`src/rtl/operand_fetch.sv`:
```
// Operand fetch stage: drives register-file reads, bypasses same-cycle writeback,
// tracks pending writes per register and stalls on RAW/WAW hazards.
module operand_fetch #(
  parameter int unsigned DATA_W = 16,
  parameter int unsigned ADDR_W = 4,
  parameter int unsigned NREGS  = 16
) (
  input  logic              clk,
  input  logic              rst,
  input  logic              in_valid,
  output logic              in_ready,
  input  logic [ADDR_W-1:0] in_rs1,
  input  logic [ADDR_W-1:0] in_rs2,
  input  logic [ADDR_W-1:0] in_rd,
  input  logic              in_wr_en,
  output logic [ADDR_W-1:0] rf_rs1,
  output logic [ADDR_W-1:0] rf_rs2,
  input  logic [DATA_W-1:0] rf_rs1_data,
  input  logic [DATA_W-1:0] rf_rs2_data,
  input  logic              wb_en,
  input  logic [ADDR_W-1:0] wb_rd,
  input  logic [DATA_W-1:0] wb_data,
  input  logic              flush,
  output logic              out_valid,
  input  logic              out_ready,
  output logic [DATA_W-1:0] out_a,
  output logic [DATA_W-1:0] out_b,
  output logic [ADDR_W-1:0] out_rd,
  output logic              out_wr_en,
  output logic [NREGS-1:0]  pending
);

  logic              out_valid_q;
  logic [DATA_W-1:0] out_a_q, out_b_q;
  logic [DATA_W-1:0] op_a_d, op_b_d;
  logic [ADDR_W-1:0] out_rd_q;
  logic              out_wr_en_q;
  logic [NREGS-1:0]  pending_q, pending_d;
  logic [NREGS-1:0]  wb_clr;
  logic              eff_wr, raw1, raw2, waw, fire;

  assign rf_rs1 = in_rs1;
  assign rf_rs2 = in_rs2;

  always_comb begin
    wb_clr = '0;
    for (int unsigned r = 1; r < NREGS; r++) begin
      if (wb_en && (wb_rd == ADDR_W'(r))) wb_clr[r] = 1'b1;
    end
  end

  // A writeback landing this cycle resolves the hazard, since its value is bypassed.
  assign eff_wr   = in_wr_en && (in_rd != '0);
  assign raw1     = (in_rs1 != '0) && pending_q[in_rs1] && !wb_clr[in_rs1];
  assign raw2     = (in_rs2 != '0) && pending_q[in_rs2] && !wb_clr[in_rs2];
  assign waw      = eff_wr && pending_q[in_rd] && !wb_clr[in_rd];
  assign in_ready = (!out_valid_q || out_ready) && !raw1 && !raw2 && !waw && !flush;
  assign fire     = in_valid && in_ready;

  always_comb begin
    op_a_d = rf_rs1_data;
    op_b_d = rf_rs2_data;
    if (in_rs1 == '0)                      op_a_d = '0;
    else if (wb_en && (wb_rd == in_rs1))   op_a_d = wb_data;
    if (in_rs2 == '0)                      op_b_d = '0;
    else if (wb_en && (wb_rd == in_rs2))   op_b_d = wb_data;
  end

  // Ordering gives set priority over both writeback clear and flush clear.
  always_comb begin
    pending_d = pending_q & ~wb_clr;
    if (flush && out_valid_q && out_wr_en_q) pending_d[out_rd_q] = 1'b0;
    if (fire && eff_wr)                      pending_d[in_rd]    = 1'b1;
    pending_d[0] = 1'b0;
  end

  always_ff @(posedge clk or posedge rst) begin
    if (rst) begin
      out_valid_q <= 1'b0;
      out_a_q     <= '0;
      out_b_q     <= '0;
      out_rd_q    <= '0;
      out_wr_en_q <= 1'b0;
      pending_q   <= '0;
    end else begin
      pending_q <= pending_d;
      if (flush) begin
        out_valid_q <= 1'b0;
      end else if (fire) begin
        out_valid_q <= 1'b1;
        out_a_q     <= op_a_d;
        out_b_q     <= op_b_d;
        out_rd_q    <= in_rd;
        out_wr_en_q <= eff_wr;
      end else if (out_ready) begin
        out_valid_q <= 1'b0;
      end
    end
  end

  assign out_valid = out_valid_q;
  assign out_a     = out_a_q;
  assign out_b     = out_b_q;
  assign out_rd    = out_rd_q;
  assign out_wr_en = out_wr_en_q;
  assign pending   = pending_q;

endmodule

```
`config.mk`:
```
export PLATFORM = sky130hd
export DESIGN_NAME = operand_fetch
export DESIGN_NICKNAME = d
export VERILOG_FILES = /design/src/rtl/operand_fetch.sv
export SDC_FILE = /design/constraint.sdc
export NUM_CORES = 1
export LEC_CHECK = 0
export CORE_MARGIN = 2
export CORE_UTILIZATION = 25
export CTS_BUF_LIST = sky130_fd_sc_hd__clkbuf_8 sky130_fd_sc_hd__clkbuf_16
export CTS_CLUSTER_SIZE = 14
export DETAILED_ROUTE_END_ITERATION = 10
export PLACE_DENSITY = 0.61
export RECOVER_POWER = 100
export SLEW_MARGIN = 10
export SYNTH_ARGS = -nofsm -noshare
export SYNTH_HDL_FRONTEND = slang
export SYNTH_SLANG_ARGS = --single-unit
```
`constraint.sdc`:
```
create_clock -name clk -period 6.6 [get_ports clk]
set_input_delay 0.66 -clock clk [delete_from_list [all_inputs] [get_ports clk]]
set_output_delay 0.66 -clock clk [all_outputs]
set_load 0.05 [all_outputs]
```
==> results.md, run 1 <==
* Min Hold Slack at about 490 ps
* Drt first pass iters at 5
* Pint at 0.819 mW
* Switching share of power at 46.4%
* Post-DR wirelength/cell at approximately 19 um
* Worst slew pin tran at between 2000 and 3000 ps
* Number of cell rows at 43
* Combinational family with the most area after synthesis: multiplexers
* P per Cell Area at 300 nW/um^2
* Share of cells above drive strength 1 at 10.2%
* Leakage at 2.08 nW
* WP data required at between 5000 and 6000 ps
* Yosys reg bits at 53
* Area leader, netlist: dfrtp_1
* Top cell type's share of synthesized area at 36.7%
* Design Power at 1.53 mW
* CTS Hold Bufs at 0
* Worst flop-to-flop path endpoint: out_rd[0]
* Via density at 5.18
* Gr ovfl total at 0
* HP Start: out_a[13]
* Num ports at 134
* Fin Clk Skew at 8.65 ps
* F_max at 0.202 GHz
* Synth top area cells: dfrtp_1 (37%), mux2i_1 (9.1%), mux2_4 (7.5%)
* CP arrival at 4280 ps
* First-pass GRT wire length at 18,600 um
* Total track usage at between 10 and 15%
* Final setup TNS at 0 ps
* Syn_area_per_cell at roughly 11 um^2
* Area Overhead vs Synth at 41.3%
* Synthesized Nets at 409
* Min-Delay Path Class: reg2reg
* Most frequent cells in the layout: clkdlybuf4s50_1 (68), dlygate4sd3_1 (64), dfrtp_1 (53)
* Post-CTS setup buffer count at 0
* Total die area at 15,400 um^2
* Final number of setup-violating endpoints at 0
* Max VDD drop at around 0.14 mV
* R2R cell count at 7
* Initial DRC count at 168
* Vias in the first global route at 3,420
* Max Slew Vio Count at 54
* Number of CTS-inserted buffers at 5
* Routed vias at ~3,300
* Antenna-violating nets left at 0
* Post-synthesis mux area share at 29.1%
* Worst Path Max Fanout at 16
* Clock latency on the worst-skew pair at approximately 300 ps
* DP Area at 5040 um^2
* Commonest non-fill, non-tap cell in the layout: clkdlybuf4s50_1
* Psw at 0.709 mW
* Critical path capture point type: output pin
* Nets at 522
* Reg power frac at 32.2%
* Final Critical Period at 4940 ps
* Final Cycle Share at roughly three quarters
* Synth Area in Simple Gates at 14.3%
* H-tree Lvls at 2
* Yosys Warn Count at 0
* CTS tree: yes
* Netlist Area Pre-Place at 3610 um^2
* Synth Area in XOR/XNOR at 2.67%
* Comb power frac at 50.1%
* Mapped Cells at 338
* R2R setup slack at 3730 ps
* Ys async rst share at 100%
* Post-synthesis adder-cell area fraction at 0%
* Power share of the clock group at 17.8%
* CTS root buf: clkbuf_16
* Final instance area at 5100 um^2
* Compound-Gate Fraction of Synth Area at 11.2%
* Failing checks: max-capacitance violations, max-slew violations
* IO buf count at around 130
* Hold Path Depth at 1
* Final Hold Fails at 0
* DP HPWL at a little under 9000 um
* Longest Clk Path Bufs at 2
* Initial antenna violation count at 0
* Post-synth top flop: dfrtp_1
* Endpoint, Worst Hold: out_a[13]
* Pin count of the biggest net entering global routing at 54
* Sequential element share of the synthesized area at 36.7%
* Clk sinks at 53
* WS Path Type: in2out
* Die X-Extent at 124 um
* Unique masters post-synth at between 40 and 50
* Reg2Reg Launch Point: pending[8]
* Core ar. at about 14,000 um^2
* Unrepaired setup endpoints after global routing: no
* Post-synth EDFFs at 0
* Routability cong. at 0.931
* Status: finished, violations left
* DRC Markers at 0
* Slew headroom at -96.0%
* Vert. Die Dim at approximately 120 um
* Post-CTS resize count at 0
* Crit start category: input port
* DRT Wirelength at 11,700 um
* Maxcap violations at 1
* Starting density of the core at between 20% and 30%
* Antenna Cells at 0
* Worst-path clk slew at 70 ps
critical path: stages:
cell and delay [ps]:
dlygate4sd3_1 890, xor2_1 220, o311ai_0 530, nand3b_1 140
nor4_1 280, nand3_1 520, inv_1 150, dlygate4sd3_1 880
worst max-delay path by stage:
stage	from	to	slack [ps]	cells past startpoint
finish	wb_rd[0]	in_ready	1660	8
floorplan	in_rs1[0]	in_ready	3340	8
CTS	in_rd[0]	in_ready	1810	8
global route	wb_rd[0]	in_ready	1260	8
detailed placement	in_rd[0]	in_ready	1820	8
global placement	in_rd[0]	in_ready	1910	8
Yosys cell counts (2+ instances only):
| library cell | instances |
|---|---|
| nand3_1 | 7 |
| mux4_2 | 8 |
| o31ai_1 | 15 |
| or2_2 | 3 |
| mux2i_1 | 33 |
| inv_1 | 7 |
| xnor2_1 | 4 |
| xor2_1 | 7 |
| o21ai_0 | 7 |
| nor2_1 | 37 |
| nor3b_1 | 2 |
| buf_4 | 11 |
| nor3_1 | 4 |
| nor4_1 | 4 |
| mux2_4 | 18 |
| or3_1 | 2 |
| o221ai_1 | 12 |
| nor4_2 | 2 |
| nor4bb_1 | 2 |
| clkbuf_1 | 9 |
| o311ai_1 | 2 |
| nand2b_1 | 7 |
| mux2_2 | 18 |
| buf_6 | 2 |
| o211ai_1 | 2 |
| buf_2 | 9 |
| o311ai_0 | 2 |
| dfrtp_1 | 53 |
| nor2b_1 | 3 |
| nand4_1 | 3 |
| o22ai_1 | 2 |
| nand3b_1 | 7 |
| nand2_1 | 13 |
| mux2_1 | 6 |
power groups by stage:
stage	sequential [mW]	combinational [mW]	clock, mW
after floorplan	0.800	0.229	0
after global placement	0.502	0.833	0
after detailed placement	0.501	0.837	0
after CTS	0.498	0.840	0.283
after global routing	0.508	0.803	0.294
final	0.492	0.765	0.272
metrics by stage:
step | cells | utilization [%] | worst slack, ps
after floorplan | 338 | - | 3340
after global placement | 624 | 36.0 | 1910
after detailed placement | 624 | 36.0 | 1820
after CTS | 632 | 37.1 | 1810
after global routing | 632 | 36.5 | 1260
final | 632 | 36.5 | 1660
layer usage:
metal	vias up	share of wire, %	global-route usage (%)	wire length, um
li1	1479	-	-	-
met1	1604	41	19.1	4820
met2	171	46	23.8	5400
met3	19	11	5.29	1280
met4	0	1.7	3.83	197
met5	-	0	0	0
cell type report:
| type | instances | area [um^2] |
|---|---|---|
| Clock inverter | 3 | 25.0 |
| Clock buffer | 5 | 125 |
| Sequential cell | 53 | 1330 |
| Multi-Input combinational cell | 246 | 2020 |
| Inverter | 7 | 26.3 |
| Tap cell | 180 | 225 |
| Timing Repair Buffer | 138 | 1360 |
| Fill cell | 1458 | 8890 |
sequential cells by signal, indices dropped and copies added, names as in the netlist:
register   count
out_valid      1
out_b         16
out_a         16
pending       15
out_wr_en      1
out_rd         4
cells by family after synthesis:
| kind of cell | after synthesis |
|---|---|
| flip-flops | 53 |
| buffers and inverters | 39 |
| other | 1 |
| multiplexers | 83 |
| AND/OR/NAND/NOR | 99 |
| AO/OA/AOI/OAI | 52 |
| XOR/XNOR | 11 |
Power figures use the tool's default switching activity.
==> inputs of run 2 (changes only) <==
- PLACE_DENSITY: 0.61 -> 0.63
- clock period: 6.6 -> 4.1 ns (I/O delays scaled with it)
==> run 2 against run 1 <==
Against the previous run:
- the flow now finishes without violations
- core utilization is 0.23 points higher
- global-route usage about the same
- setup slack worse by 1300 ps
- critical path depth stayed put
- total power rose by 60%
- first-iteration DRC count increased by 88%
- sequential cell count unchanged
- die area did not move
- largest cell class unchanged
==> results.md, run 2 (synthesis gave the netlist of run 1 again) <==
* Status: complete, no violations
* Final Hold Fails at 0
* Num ports at 134
* Most frequent cells in the layout: clkdlybuf4s50_1 (68), dlygate4sd3_1 (63), dfrtp_1 (53)
* Total track usage at 14.9%
* CP Capture Point: in_ready
* First-pass GRT wire length at 18,500 um
* Worst slew pin tran at between 1000 and 1500 ps
* Nets at 525
* Commonest non-fill, non-tap cell in the layout: clkdlybuf4s50_1
* Unrepaired setup endpoints after global routing: no
* CTS root buf: clkbuf_16
* Total die area at between 15,000 and 20,000 um^2
* Min-Delay Path Class: reg2reg
* CP startpoint: wb_rd[0]
* Max VDD drop at 0.226 mV
* CTS Hold Bufs at 0
* Antenna Cells at 0
* Maxcap violations at 0
* Vert. Die Dim at between 100 and 150 um
* GR Util met2 at 23.9%
* Die X-Extent at 124 um
* Worst flop-to-flop path endpoint: out_rd[0]
* Share of cells above drive strength 1 at 11.2%
* Initial antenna violation count at 0
* Design Power at 2.45 mW
* WS Path Type: in2out
* Post-CTS setup buffer count at 0
* Worst-path clk slew at 70 ps
* Fin Clk Skew at 7.18 ps
* CP arrival at 3310 ps
* R2R setup slack at around 1200 ps
* Leakage at ~2.1 nW
* CTS tree: yes
* Post-CTS resize count at 0
* Crit start category: input port
* DRC Markers at 0
* Clock latency on the worst-skew pair at 300 ps
* Vias in the first global route at 3,373
* H-tree Lvls at 2
* Drt first pass iters at 5
* Routability cong. at between 0.8 and 0.9
* Busiest layer in global routing: met2
* DP HPWL at 8850 um
* Gr ovfl total at 0
* Worst Path Max Fanout at 13
* Reg2Reg Launch Point: pending[8]
* Met1 Use GR at 19.6%
* Final number of setup-violating endpoints at 0
* DRT Wirelength at 11,600 um
* Final Critical Period at 3720 ps
* Core ar. at 14,000 um^2
* IO buf count at 132
* Longest Clk Path Bufs at 2
* Via density at around 5.2
* R2R cell count at 7
* Number of cell rows at 43
* F_max at 0.269 GHz
* Pin count of the biggest net entering global routing at 38
* Final Cycle Share at 90.8%
* Initial DRC count at 315
* Number of CTS-inserted buffers at 5
* Slew headroom at 5.14%
* Starting density of the core at 25.8%
* Critical path capture point type: output pin
* Antenna-violating nets left at 0
* Final setup TNS at 0 ps
* P per Cell Area at 477 nW/um^2
* Area Overhead vs Synth at 42.2%
* Max Slew Vio Count at 0
* Clk sinks at 53
* M3 GR Usage at 4.30%
* Post-DR wirelength/cell at 18.2 um
* Routed vias at 3,302
* WP data required at 3690 ps
-- run 2: how the worst min path moves through the flow --
stage                    from  cells after the start  slack (ps)   endpoint
floorplan               flush                      1         520  out_valid
global placement     out_a[0]                      1         480   out_a[0]
detailed placement   out_a[0]                      1         490   out_a[0]
CTS                  out_a[0]                      1         510   out_a[0]
global route        out_a[14]                      1         520  out_a[14]
finish              out_a[11]                      1         490  out_a[11]
-- run 2: final cells by class --
class                           count  area (um^2)
Clock buffer                        5          125
Clock inverter                      3         17.5
Fill cell                        1425         8850
Inverter                            7         26.3
Multi-Input combinational cell    246         2030
Sequential cell                    53         1330
Tap cell                          180          225
Timing Repair Buffer              141         1390
-- run 2: per-stage QoR --
stage | utilization, % | std cells | cell area, um^2 | worst slack (ps) | hold WS, ps
2_1_floorplan | - | 338 | 3610 | 1340 | 518
3_3_place_gp | 36.2 | 627 | 5070 | 347 | 476
3_5_place_dp | 36.2 | 627 | 5070 | 423 | 490
4_1_cts | 37.3 | 635 | 5210 | 535 | 514
5_1_grt | 36.7 | 635 | 5130 | 205 | 521
6_report | 36.7 | 635 | 5130 | 377 | 492
-- run 2: routing by layer --
layer,routed length [um],vias to the layer above
met5,0,-
met4,191,0
met3,1140,18
met2,5320,202
met1,4930,1589
li1,-,1493
-- run 2: critical path, cell delays in order --
cell           delay (ps)
dlygate4sd3_1         890
xor2_1                220
o311ai_0              610
nand3b_1              290
nor4_2                410
nand3_1               190
inv_1                 130
buf_12                140
-- run 2: power breakdown --
part           leakage, nW  internal, mW  total [mW]  switching (mW)
sequential           0.654         0.668       0.794           0.126
clock               0.0754         0.226       0.420           0.194
combinational         1.38         0.426        1.24           0.810
total                 2.11          1.32        2.45            1.13
==> patch 1 (settings of run 2) <==
Change the parameter `DATA_W` from 16 to 32.
--- a/src/rtl/operand_fetch.sv
+++ b/src/rtl/operand_fetch.sv
@@ -2,5 +2,5 @@
 // tracks pending writes per register and stalls on RAW/WAW hazards.
 module operand_fetch #(
-  parameter int unsigned DATA_W = 16,
+  parameter int unsigned DATA_W = 32,
   parameter int unsigned ADDR_W = 4,
   parameter int unsigned NREGS  = 16
Ports: changed (5 resized); port bits go from 134 to 214. The function was not compared with the original's and may differ.
==> patch 1 against run 2 <==
- the flow now finishes with violations (capacitance limit, slew limit)
- highest routed layer unchanged
- power up 68%
- critical path depth grew 1
- cell count grew 52%
- synthesized area increased by 53%
- synthesized cell count is 44% higher
- register-to-register slack worse by 0.30 ns
- setup slack improved by 0.046 ns
- wire length up 57%
- fmax increased by 1.3%
- final area up 54%
- sequential cell count grew 32
==> patch 1: results (changes against run 2) <==
stage,metric,value,unit,change
detailed_routing,wire length per cell,18.9,um,+3.7%
cts,post-CTS sizing,0,,unchanged
run,max-cap violations,1,,+1
detailed_routing,routed vias/inst,4.82,,-7.3%
worst_setup_path,"Max FO, Critical Path",11,,-2
synth,Synth cell types,51,,+4.1%
worst_setup_path,crit-path leading delay family,buffers and inverters,,
finish,layout cells sized above 1,7.76,%,-3.4 points
power,switching share of power,44.9,%,-1.2 points
synth,sequential area share after synthesis,38.4,%,+1.7 points
finish,Fillers,2256,,+58%
power,worst vdd ir,0.279,mV,+23%
synth,Synth async-reset ratio,100,%,unchanged
synth,Syn Nets,605,,+48%
global_routing,initial antenna violation count,0,,unchanged
worst_setup_path,"slowest stage delay, CP",0.84,ns,-0.05 ns
detailed_routing,Initial DRT Pass Iterations,5,,unchanged
sta,Worst Tran Pin Value,2.96,ns,+1.53 ns
global_routing,GRT Util Overall,15.7,%,+0.80 points
power,Pleak,3.12,nW,+48%
placement,DP Area,7900,um2,+56%
cts,H-tree levels,3,,+1
synth,Cells after Synth,486,,+44%
run_status,failing checks,"capacitance limit, slew limit",,
cts,worst-skew pair later-pin latency,0.34,ns,+0.04 ns
finish,# nets final,797,,+52%
sta,Slew Limit Fails,75,,+75
placement,GP Congestion,0.929,,+3.3%
worst_setup_path,slowest CP cell,dlygate4sd3_1,,
cts,CTS root buffer,clkbuf_16,,
finish,ant diodes,0,,unchanged
global_routing,vias in the first global route,4821,,+43%
cts,Clock transition at path regs,0.07,ns,about the same
synth,list of most frequent post-synthesis cells,"dfrtp_1 (85), mux2_4 (69), nor2_1 (69)",,
cts,clk buf depth,2,,unchanged
sta,Clock Skew,0.00766,ns,+0.000485 ns
min_path,worst hold path type,register to register,,
global_routing,first-pass GRT wire length,28500,um,+54%
placement,cell total after placement,947,,+51%
placement,IO Port Bufs,212,,+61%
synth,synth top area cells,"dfrtp_1 (38%), mux2_4 (19%), mux2i_1 (12%)",,
placement,DP HPWL,13300,um,+51%
cts,total CTS buffers,9,,+4
run_status,status,"complete, but fails checks",,
global_routing,largest net degree at the start of global routing,75,,+97%
detailed_routing,DRT iter0 DRCs,271,,-14%
cts,post-CTS setup buffers,0,,unchanged
synth,Yosys warning count,0,,unchanged
synth,ys flop type,dfrtp_1,,
worst_setup_path,WP data arrival,3.27,ns,-0.04 ns
detailed_routing,via count of the routed design,4641,,+41%
finish,fin util,36.4,%,-0.27 points
[patch 1: changes by cell type after synthesis, sizes merged, moves of 4 or more]
cell    before  now
buf         23   29
clkbuf       9   16
dfrtp       53   85
inv          7    3
mux2        42   76
mux2i       33   65
nand2b       7   11
nor2        37   69
nor3         4    9
[patch 1: path summary, 6_finish.rpt]
| path | startpoint | to | slack, ns | depth (start not counted) |
|---|---|---|---|---|
| max | in_rs1[1] | in_ready | 0.42 | 9 |
| min | out_a[26]$_DFFE_PP0P_ | out_a[26]$_DFFE_PP0P_ | 0.49 | 1 |
| max reg2reg | pending[8]$_DFF_PP0_ | out_a[25]$_DFFE_PP0P_ | 0.88 | 8 |
| min reg2reg | out_a[26]$_DFFE_PP0P_ | out_a[26]$_DFFE_PP0P_ | 0.49 | 1 |
| max in group asynchronous | rst | out_b[2]$_DFFE_PP0P_ | 0.96 | 2 |
| min in group asynchronous | rst | out_b[12]$_DFFE_PP0P_ | 1.46 | 2 |
[patch 1: stage by stage]
stage | hold slack (ns) | setup WS, ns
after floorplan | 0.518 | 1.19
after global placement | 0.491 | 0.501
after detailed placement | 0.491 | 0.480
after CTS | 0.512 | 0.553
after global routing | 0.514 | 0.217
final | 0.486 | 0.423
[patch 1: metal layers]
layer / part of all wire (%) / track usage, %
met3: 7.4 / 4.75
met4: 2.0 / 5.07
met2: 47 / 24.3
met5: 0 / 0
met1: 44 / 20.9
[patch 1: cell families (layout without fill, tap and decap cells)]
| group | count (synthesis) | count (layout) | share of synthesized area, % |
|---|---|---|---|
| buffers and inverters | 48 | 245 | 5.45 |
| muxes | 146 | 146 | 34.0 |
| DFF | 85 | 85 | 38.4 |
| xor gates and xnor gates | 11 | 11 | 1.74 |
| other | 1 | 1 | 0.0677 |
| and+or+nand+nor | 138 | 138 | 12.4 |
| AOI/OAI and AO/OA | 57 | 57 | 7.93 |
[patch 1: cell type report]
| type | count | share of cell area, % |
|---|---|---|
| repair buffers | 226 | 28.3 |
| inverters | 3 | 0.142 |
| flip-flops and latches | 85 | 26.8 |
| multi-input cells | 353 | 36.3 |
| clock inverters | 7 | 1.25 |
| clock buffers | 9 | 2.84 |
| well taps | 280 | 4.42 |
[patch 1: power groups by stage]
stage / clock [mW] / sequential, mW / combinational [mW]
after global routing: 0.976 / 1.30 / 2.04
final: 0.909 / 1.26 / 1.95
after CTS: 0.939 / 1.29 / 2.25
after global placement: 0 / 1.29 / 2.24
after floorplan: 0 / 2.11 / 0.609
after detailed placement: 0 / 1.29 / 2.25
==> patch 2 (settings of run 2) <==
Without the edit above. Take the reset off `pending_q` and load it in a clocked block of its own.
--- a/src/rtl/operand_fetch.sv
+++ b/src/rtl/operand_fetch.sv
@@ -82,7 +82,5 @@
       out_rd_q    <= '0;
       out_wr_en_q <= 1'b0;
-      pending_q   <= '0;
     end else begin
-      pending_q <= pending_d;
       if (flush) begin
         out_valid_q <= 1'b0;
@@ -99,4 +97,8 @@
   end
 
+  always_ff @(posedge clk) begin
+    pending_q <= pending_d;
+  end
+
   assign out_valid = out_valid_q;
   assign out_a     = out_a_q;
Function: changed (Yosys sat finds a counterexample within 4 cycles, from zero or initial values and one cycle with rst high).
==> patch 2 against run 2 <==
- the flow now finishes with violations (capacitance limit, slew limit)
- wire length fell by 2.2%
- fmax fell by 1.6%
- global-route usage barely moved
- setup slack got worse by 0.061 ns
- final area fell by 1.9%
- non-clock buffer count did not move
- synthesized area fell by 0.42%
- power fell by 2.1%
- hold slack got worse by 0.0025 ns
- clock power rose by 1%
- cell count did not move
- sequential cell count did not move
- largest cell class unchanged
==> patch 2: results (changes against run 2) <==
stage,metric,value,unit,change
run_status,status,"complete, but fails checks",,
run_status,failing checks,"capacitance limit, slew limit",,
detailed_routing,final WL,11300,um,-2.2%
sta,Slew Limit Fails,39,,+39
synth,list of most frequent post-synthesis cells,"dfrtp_1 (38), nor2_1 (38), mux2i_1 (37)",,
finish,ant diodes,0,,unchanged
worst_setup_path,Critical Path End,in_ready,,
finish,layout cells sized above 1,8.35,%,-2.9 points
cts,worst-skew pair later-pin latency,0.30,ns,about the same
power,Pleak,1.91,nW,-9.4%
synth,Synth Area in XOR/XNOR,2.68,%,+0.011 points
placement,GP Congestion,0.961,,+6.9%
detailed_routing,DRT iter0 DRCs,229,,-27%
synth,compound-gate portion of the synthesized area,10.0,%,-1.2 points
cts,Clock transition at path regs,0.06,ns,
global_routing,vias in the first global route,3346,,-0.80%
detailed_routing,Initial DRT Pass Iterations,5,,unchanged
run,max-cap violations,1,,+1
global_routing,largest net degree at the start of global routing,54,,+42%
synth,ys flop type,dfrtp_1,,
worst_setup_path,WP data arrival,3.37,ns,+0.06 ns
min_path,worst hold path startpoint,out_a[9]$_DFFE_PP0P_,,
synth,Synth async-reset ratio,71.7,%,-28 points
min_path,WHS Path Cells,1,,unchanged
placement,DP HPWL,8380,um,-5.3%
worst_setup_path,reg2reg start,pending[9]$_DFF_P_,,
synth,mux cell area share after synthesis,30.6,%,+1.5 points
worst_setup_path,worst r2r dst,out_b[13]$_DFFE_PP0P_,,
sta,Clock Skew,0.0113,ns,+0.00408 ns
power,Seq pwr share,33.0,%,+0.6 points
global_routing,GRT Util Overall,14.9,%,about the same
global_routing,first-pass GRT wire length,17800,um,-4.0%
synth,synth top area cells,"dfrtp_1 (26%), mux2_4 (13%), mux2i_1 (10%)",,
synth,Synth cell types,52,,+6.1%
power,part of the power in combinational logic,49.3,%,-1.2 points
synth,synthesized-area fraction occupied by adder cells,0,%,unchanged
sta,Max-slew headroom,-42.1,%,-47 points
worst_setup_path,Setup crit start,in_rs1[0],,
worst_setup_path,slowest CP cell,dlygate4sd3_1,,
synth,sequential area share after synthesis,34.8,%,-1.9 points
sta,worst hold margin,0.490,ns,-0.00248 ns
cts,post-CTS sizing,0,,unchanged
cts,post-CTS setup buffers,0,,unchanged
worst_setup_path,FF-to-FF setup slack,1.12,ns,-0.06 ns
worst_setup_path,"Max FO, Critical Path",11,,-2
power,worst vdd ir,0.317,mV,+40%
cts,H-tree levels,2,,unchanged
power,P_sw,1.11,mW,-2.1%
synth,Syn Nets,413,,+0.98%
detailed_routing,routed vias/inst,5.21,,+0.21%
finish,# nets final,525,,unchanged
cts,CTS root buffer,clkbuf_16,,
min_path,Hold Path End,out_a[9]$_DFFE_PP0P_,,
## patch 2: cell types whose count changed in the layout (fill, tap and decap cells not counted), sizes merged, moves of 4 or more
cell | before | now
dfrtp | 53 | 38
nand2 | 13 | 8
mux2i | 33 | 37
dfxtp | 0 | 15
o21ai | 8 | 15
o31ai | 15 | 3
nand4 | 3 | 8
nand3 | 7 | 11
nand3b | 7 | 2
and3 | 1 | 5
## patch 2: layout make-up
| cell class | instances | area [um2] |
|---|---|---|
| clock buffer | 5 | 125 |
| clock inverter | 3 | 20.0 |
| fill | 1459 | 8950 |
| inverter | 4 | 15.0 |
| multi-input combinational | 249 | 2020 |
| sequential | 53 | 1250 |
| tap | 180 | 225 |
| timing repair buffer | 141 | 1380 |
## patch 2: metrics by stage
step | total power [mW] | setup slack, ns | cell area (um2) | utilization, % | std cells
5_1_grt | 2.51 | 0.197 | 5030 | 36.0 | 635
6_report | 2.40 | 0.316 | 5030 | 36.0 | 635
4_1_cts | 2.57 | 0.720 | 5150 | 36.9 | 635
3_5_place_dp | 2.13 | 0.459 | 5010 | 35.8 | 627
3_3_place_gp | 2.13 | 0.464 | 5010 | 35.8 | 627
2_1_floorplan | 1.65 | 1.45 | 3600 | - | 342
## patch 2: worst reg2reg max path, delay by kind of cell, from the launching register on
| kind | cells | cell delay [ns] |
|---|---|---|
| mux | 2 | 0.74 |
| compound gates | 1 | 0.67 |
| buf+inv | 1 | 0.59 |
| flops | 1 | 0.49 |
| simple gates | 3 | 0.36 |
## patch 2: layer usage
layer	track usage (%)	routed length, um	vias to the layer above	share of wire [%]
li1	-	-	1489	-
met1	19.1	4740	1580	42
met2	23.5	5140	206	45
met3	4.03	1080	34	9.6
met4	6.39	371	0	3.3
met5	0	0	-	0
